File: src/rtl/relogio_set_ctrl.sv
// Time-setting controller for the HH:MM:SS clock: pauses counting, edits hour then minute
// from mode/inc buttons (with hold auto-repeat), and commits via a one-cycle parallel load.
module relogio_set_ctrl #(
  parameter int HOLD_TICKS    = 5,
  parameter int REPEAT_TICKS  = 2,
  parameter int BLINK_TICKS   = 5,
  parameter int TIMEOUT_TICKS = 100
) (
  input  logic       clock,
  input  logic       reset,
  input  logic       tick,
  input  logic       btn_mode,
  input  logic       btn_inc,
  input  logic [4:0] cur_hour,
  input  logic [5:0] cur_min,
  output logic       run_enable,
  output logic       load,
  output logic [4:0] load_hour,
  output logic [5:0] load_min,
  output logic       set_active,
  output logic       blink_h,
  output logic       blink_m,
  output logic [4:0] disp_hour,
  output logic [5:0] disp_min
);

  localparam int HOLD_W  = $clog2(HOLD_TICKS + REPEAT_TICKS + 1);
  localparam int BLINK_W = $clog2(BLINK_TICKS + 1);
  localparam int IDLE_W  = $clog2(TIMEOUT_TICKS + 1);
  localparam logic [HOLD_W-1:0]  HOLD_BASE  = HOLD_W'(HOLD_TICKS);
  localparam logic [HOLD_W-1:0]  HOLD_WRAP  = HOLD_W'(HOLD_TICKS + REPEAT_TICKS - 1);
  localparam logic [BLINK_W-1:0] BLINK_LAST = BLINK_W'(BLINK_TICKS - 1);
  localparam logic [IDLE_W-1:0]  IDLE_LAST  = IDLE_W'(TIMEOUT_TICKS - 1);

  typedef enum logic [1:0] {RUN, SET_H, SET_M, COMMIT} state_t;

  state_t             state_q, state_d;
  logic               btn_mode_q, btn_inc_q;
  logic [4:0]         shadow_h_q, shadow_h_d;
  logic [5:0]         shadow_m_q, shadow_m_d;
  logic [4:0]         load_hour_q, load_hour_d;
  logic [5:0]         load_min_q, load_min_d;
  logic [HOLD_W-1:0]  hold_cnt_q, hold_cnt_d;
  logic [BLINK_W-1:0] blink_cnt_q, blink_cnt_d;
  logic               phase_q, phase_d;
  logic [IDLE_W-1:0]  idle_cnt_q, idle_cnt_d;

  logic mode_press, inc_press, in_set, next_in_set, timeout, repeat_hit, inc_event;

  assign mode_press  = btn_mode & ~btn_mode_q;
  assign inc_press   = btn_inc & ~btn_inc_q;
  assign in_set      = (state_q == SET_H) || (state_q == SET_M);
  assign next_in_set = (state_d == SET_H) || (state_d == SET_M);
  // A fresh press restarts the idle window, so it also cancels a coincident timeout.
  assign timeout     = in_set & tick & ~mode_press & ~inc_press & (idle_cnt_q == IDLE_LAST);
  assign repeat_hit  = tick & btn_inc & (hold_cnt_q == HOLD_WRAP);
  assign inc_event   = in_set & ~mode_press & ~timeout & (inc_press | repeat_hit);

  always_ff @(posedge clock) begin
    if (reset) begin
      state_q     <= RUN;
      btn_mode_q  <= 1'b0;
      btn_inc_q   <= 1'b0;
      shadow_h_q  <= '0;
      shadow_m_q  <= '0;
      load_hour_q <= '0;
      load_min_q  <= '0;
      hold_cnt_q  <= '0;
      blink_cnt_q <= '0;
      phase_q     <= 1'b0;
      idle_cnt_q  <= '0;
    end else begin
      state_q     <= state_d;
      btn_mode_q  <= btn_mode;
      btn_inc_q   <= btn_inc;
      shadow_h_q  <= shadow_h_d;
      shadow_m_q  <= shadow_m_d;
      load_hour_q <= load_hour_d;
      load_min_q  <= load_min_d;
      hold_cnt_q  <= hold_cnt_d;
      blink_cnt_q <= blink_cnt_d;
      phase_q     <= phase_d;
      idle_cnt_q  <= idle_cnt_d;
    end
  end

  always_comb begin
    state_d = state_q;
    case (state_q)
      RUN:     if (mode_press) state_d = SET_H;
      SET_H:   if (mode_press) state_d = SET_M;  else if (timeout) state_d = RUN;
      SET_M:   if (mode_press) state_d = COMMIT; else if (timeout) state_d = RUN;
      COMMIT:  state_d = RUN;
      default: state_d = RUN;
    endcase
  end

  always_comb begin
    shadow_h_d  = shadow_h_q;
    shadow_m_d  = shadow_m_q;
    load_hour_d = load_hour_q;
    load_min_d  = load_min_q;
    hold_cnt_d  = hold_cnt_q;
    blink_cnt_d = blink_cnt_q;
    phase_d     = phase_q;
    idle_cnt_d  = idle_cnt_q;

    if (state_q == RUN && mode_press) begin
      shadow_h_d = cur_hour;
      shadow_m_d = cur_min;
    end else if (inc_event && state_q == SET_H) begin
      shadow_h_d = (shadow_h_q == 5'd23) ? 5'd0 : shadow_h_q + 5'd1;
    end else if (inc_event && state_q == SET_M) begin
      shadow_m_d = (shadow_m_q == 6'd59) ? 6'd0 : shadow_m_q + 6'd1;
    end

    // Latched on the way into COMMIT so the values stay put until the next commit.
    if (state_q == SET_M && mode_press) begin
      load_hour_d = shadow_h_q;
      load_min_d  = shadow_m_q;
    end

    if (!in_set || state_d != state_q || !btn_inc) hold_cnt_d = '0;
    else if (tick) hold_cnt_d = (hold_cnt_q == HOLD_WRAP) ? HOLD_BASE : hold_cnt_q + 1'b1;

    if (state_d != state_q && next_in_set) begin
      phase_d     = 1'b1;
      blink_cnt_d = '0;
    end else if (!next_in_set || inc_event) begin
      phase_d     = 1'b0;
      blink_cnt_d = '0;
    end else if (tick) begin
      phase_d     = (blink_cnt_q == BLINK_LAST) ? ~phase_q : phase_q;
      blink_cnt_d = (blink_cnt_q == BLINK_LAST) ? '0 : blink_cnt_q + 1'b1;
    end

    if (mode_press || inc_press || !next_in_set) idle_cnt_d = '0;
    else if (tick) idle_cnt_d = idle_cnt_q + 1'b1;
  end

  always_comb begin
    run_enable = (state_q == RUN);
    load       = (state_q == COMMIT);
    load_hour  = load_hour_q;
    load_min   = load_min_q;
    set_active = in_set;
    blink_h    = (state_q == SET_H) & phase_q;
    blink_m    = (state_q == SET_M) & phase_q;
    disp_hour  = in_set ? shadow_h_q : cur_hour;
    disp_min   = in_set ? shadow_m_q : cur_min;
  end

endmodule

File: config.mk
export PLATFORM = sky130hd
export DESIGN_NAME = relogio_set_ctrl
export DESIGN_NICKNAME = d
export VERILOG_FILES = /design/src/rtl/relogio_set_ctrl.sv
export SDC_FILE = /design/constraint.sdc
export NUM_CORES = 1
export LEC_CHECK = 0
export ABC_AREA = 1
export ABC_CLOCK_PERIOD_IN_PS = 3100
export CELL_PAD_IN_SITES_DETAIL_PLACEMENT = 2
export CELL_PAD_IN_SITES_GLOBAL_PLACEMENT = 2
export CORE_UTILIZATION = 30
export DETAILED_ROUTE_END_ITERATION = 10
export PLACE_DENSITY_LB_ADDON = 0.15
export SYNTH_ARGS = -nofsm -noshare
export SYNTH_HDL_FRONTEND = slang
export SYNTH_SLANG_ARGS = --single-unit
File: constraint.sdc
create_clock -name clock -period 3.1 [get_ports clock]
set_clock_uncertainty 0.1 [all_clocks]
set_input_delay 0.465 -clock clock [delete_from_list [all_inputs] [get_ports clock]]
set_output_delay 0.465 -clock clock [all_outputs]
set_load 0.1 [all_outputs]
After elaboration in Yosys (flattened, before gate mapping)
Cells that the tools add are included.
{ "op_classes": {"n_eq_ne": 12, "mux": 20, "reduce_logical": 25, "addsub": 5, "bitwise": 20} }
{ "op_table": {"columns": ["operator", "n"], "rows": [
  ["$mux W6", 5],
  ["$mux W5", 4],
  ["$and A1 B1 Y1", 13],
  ["$mux W2", 4],
  ["$pmux W2 S4", 1],
  ["$add A7 B1 Y7 const B", 1],
  ["$eq A7 B7 Y1 const B", 1],
  ["$logic_or A1 B1 Y1", 7],
  ["$add A3 B1 Y3 const B", 2],
  ["$add A6 B1 Y6 const B", 1],
  ["$eq A2 B2 Y1 const B", 3],
  ["$eq A3 B3 Y1 const B", 2],
  ["$eq A6 B6 Y1 const B", 1],
  ["$mux W3", 2],
  ["$not A1 Y1", 6],
  ["$reduce_bool A3 Y1", 2],
  ["$add A5 B1 Y5 const B", 1],
  ["$eq A5 B5 Y1 const B", 1],
  ["$logic_and A1 B1 Y1", 5],
  ["$eq A2 B1 Y1 const B", 2],
  ["$mux W1", 4],
  ["$reduce_and A2 Y1", 2],
  ["$reduce_bool A2 Y1", 2],
  ["$reduce_or A2 Y1", 2],
  ["other kinds (6)", 8]
]} }
{ "word_totals": {"word_cells": 93, "inputBits": 16, "reg_bits": 40, "out_inout_bits": 27} }

Longest topological paths before layout
{ "logic_depth": {"word_depth": 15, "mapped_depth": 17, "depth_no_buf": 17} }

Least setup slack after synthesis
No wires, ideal clock.
{ "synth_path": {"kind": "register to output", "startpoint": "register state_q[0]", "endpoint": "output port disp_hour[0]", "slack_ns": -1.387, "arrival_time_ns": 3.922, "path_stages_with_launch": 6, "t_required_ns": 2.535, "path_buffers": 1, "path_cell_list": "dfxtp_1 inv_1 ha_1 inv_1 clkbuf_1 o21ai_0"} }
{ "synth_via": {"elab_chain_cells": 3, "word_cells_on_any_way": 4, "classes_between": "eq/ne (2); mux (1); reduce/logical (1)"} }
{ "synth_rtl": {"columns": ["item", "line", "source"], "rows": [
  ["start: declaration", "37", "state_t state_q, state_d;"],
  ["start signal: assignment", "73", "state_q <= state_d;"],
  ["$eq A2 B1 Y1 or $eq A2 B2 Y1 (tied branches)", "52", "assign in_set = (state_q == SET_H) || (state_q == SET_M);"],
  ["$logic_or A1 B1 Y1 *", "52", null],
  ["named net set_active", "20", "output logic set_active,"],
  ["$mux W5 *", "149", "disp_hour = in_set ? shadow_h_q : cur_hour;"],
  ["end: declaration", "23", "output logic [4:0] disp_hour,"]
]} }
Mark *: on every way through the listed nets, which the timed path passes. The rest lies on a longest branch.

Worst setup path after layout
{ "layout_path": {"startpoint": "register state_q[0]", "endpoint": "output port disp_hour[4]"} }
{ "layout_via": {"elab_chain_cells": 3, "word_cells_on_any_way": 4, "classes_between": "eq/ne (2); mux (1); reduce/logical (1)"} }
{ "layout_rtl": {"columns": ["item", "line"], "rows": [
  ["$eq A2 B1 Y1 or $eq A2 B2 Y1 (tied branches)", "52"],
  ["$logic_or A1 B1 Y1 *", "52"],
  ["$mux W5 *", "149"]
]} }
Mark *: on every way between the ends. The rest lies on a longest branch, timed or not.

==> results.toml <==
[outcome]
status = "complete, no violations"

[clock_network]
cts.sinks = 40
ctsHoldBuffers = 0
h-tree-depth = 2
clockBufferDepth = 2
cts_buffers = 5
post_cts_buffers = 0
clk_latency_ns = 0.30
cts_resized = 0
path_clk_slew_ns = 0.09
root_buffer = "clkbuf_8"
cts_tree = "yes"

[worst_setup_path]
max_stage_delay_ns = 0.50
crit_chain = "inv_1 -> ha_1 -> inv_1 -> nand2_1 -> o21ai_4 -> buf_12"
r2r_start = "state_q[0]"
reg2reg_slack_ns = 0.62
critical_path_class = "reg -> out"
startpoint_type = "register"
cp.buffers_inverters = 3
endpoint_kind = "output pin"
cp.required_ns = 2.53
startpoint = "state_q[0]"
cp-endpoint = "disp_hour[4]"
worstPathArrival_ns = 2.27
slowest_stage = "inv_1"
cp_common_cell = "inv_1"
rr_endpoint = "hold_cnt_q[0]"
cp_top_family = "buffers and inverters"
worstRegToRegCells = 15
cp_num_cells = 6
cp_max_fo = 13

[synthesis]
async_flop_share_pct = 0
synth_top_flop_cell = "dfxtp_1"
synth_top_area_share_pct = 35.5
synth_edf_count = 0
synth_top_cells_by_area = "dfxtp_1 35%, nand2_1 15%, nand3_1 5.8%, ha_1 5.0%, a21oi_1 4.7%"
synth_nets = 351
synth_commonest_cells = "90 x nand2_1, 40 x dfxtp_1, 28 x inv_1"
yosysMostFrequentCell = "nand2_1"
syn-instance-count = 326
synth_top_area_cell = "dfxtp_1"
syn-cell-area_um2 = 2260
ys_seq_area_share_pct = 35.5
ys_types = 33
synth_warnings = 0
ys_seq_elements = 40
avgSynthCellArea_um2 = 6.93

[floorplanning]
fp-row-count = 31
die_h_um = 88.8
start_util_pct = 31.1
die_area_um2 = 7880
num_io_pins = 43
core_um2 = 7250
die_w_um = 88.8

[sta]
worst_slew_pin_slew_ns = 0.668
hold_ws_ns = 0.368
hold_violations = 0
finalSetupViolCount = 0
finalMaxSlewViolations = 0
finalCriticalPeriod_ns = 2.84
max_freq_mhz = 352
fin_crit_sh_pct = 91.5
max-slew-margin-rel_pct = 55.4
rsz0062_at_grt = "false"

[cells_and_area]
n_antenna_cell = 0
postLayoutCellArea_um2 = 2960
area_growth_pct = 31.2
nNetsFinal = 393
drive_gt1_share_pct = 21.1
multiInputGateArea_um2 = 1300
seq_area_um2 = 801
fillerInstances = 879

[route]
vias_per_cell = 4.90
routedWlPerCell_um = 15.4
postRouteAntennaNets = 0
routed_wl_um = 7200
vias = 2292
first_iter_violations = 32
first_pass_iters = 4
drc = 0

[placement]
place_congestion = 0.842
placed_area_um2 = 2870
place_hpwl_um = 5660
portBuffers = 42

[power]
ir_drop_v = 0.000223
power_density_nw_per_um2 = 539
p_leak_nw = 1.22

[grt]
gr-total-overflow = 0
first_global_vias = 2403
grt_max_degree = 22
antenna_found_initial = 0
grt_pass1_wl_um = 11800
track_usage_pct = 20.0

[worst_hold_path]
min_path_type = "reg -> reg"

[job]
drv_cap = 0
==> layout make-up <==
type | instances | share of cell area (%)
clock buffers | 6 | 2.79
clock inverters | 2 | 0.507
inverters | 37 | 4.77
multi-input cells | 238 | 44.0
flip-flops and latches | 40 | 27.0
well taps | 99 | 4.18
repair buffers | 46 | 16.7
==> worst min-delay path by stage <==
stage | cells past startpoint | slack (ns) | from | to
final | 2 | 0.37 | load_hour[3] | load_hour[3]
after global routing | 2 | 0.40 | load_hour[2] | load_hour[2]
after CTS | 2 | 0.37 | load_hour[2] | load_hour[2]
after detailed placement | 2 | 0.36 | load_hour[2] | load_hour[2]
after global placement | 2 | 0.35 | load_hour[2] | load_hour[2]
after floorplan | 2 | 0.36 | idle_cnt_q[1] | idle_cnt_q[1]
==> layer usage <==
layer	vias to the layer above	track usage [%]	wire, um
met5	-	0	0
met4	0	5.28	58
met3	5	3.26	157
met2	26	38.5	3910
met1	1132	22.6	3080
li1	1129	-	-
==> cell families after synthesis <==
logic type      share of synthesized area [%]
compound gates                           11.9
xor+xnor                                 3.49
fa+ha+maj                                4.99
buf+inv                                  8.48
flops                                    35.5
simple gates                             35.7
==> power by group <==
| group | internal, mW | total, mW | switching, mW |
|---|---|---|---|
| Clock | 0.180 | 0.384 | 0.203 |
| Sequential | 0.536 | 0.564 | 0.0282 |
| Combinational | 0.190 | 0.651 | 0.461 |
==> registers in the layout, summed over array words and instances, names as in the netlist <==
name	count
blink_cnt_q	3
btn_inc_q	1
btn_mode_q	1
hold_cnt_q	3
idle_cnt_q	7
load_hour	5
load_min	6
phase_q	1
shadow_h_q	5
shadow_m_q	6
state_q	2
==> through the flow <==
stage	utilization, %	setup TNS [ns]	cells	worst slack (ns)	power, mW
CTS	40.8	0	468	0.190	1.63
detailed placement	39.5	0	460	0.507	1.23
global route	40.8	0	468	0.0690	1.69
finish	40.8	0	468	0.262	1.60
floorplan	-	-1.31	326	-0.349	1.03
global placement	39.5	0	460	0.580	1.22
==> tightest hold or removal path, delay by kind of cell, from the launching register on <==
family	cells	cell delay, ns
compound gates	1	0.05
flops	1	0.32
simple gates	1	0.06
==> layout by cell type, fill, tap and decap left out, drive strengths merged <==
cell type and instances:
dfxtp 40, ha 9, inv 36, xnor2 2, clkdlybuf4s50 15, or2 1
nor3b 1, a21oi 23, o22ai 2, o211ai 2, nand2 98, o21ai 13
nor2 32, nand4 3, clkinvlp 2, nand3 31, clkinv 1, clkbuf 6
a31oi 6, nor3 6, buf 31, o211a 1, nor4 1, xor2 7
(Power assumes the default switching activity.)
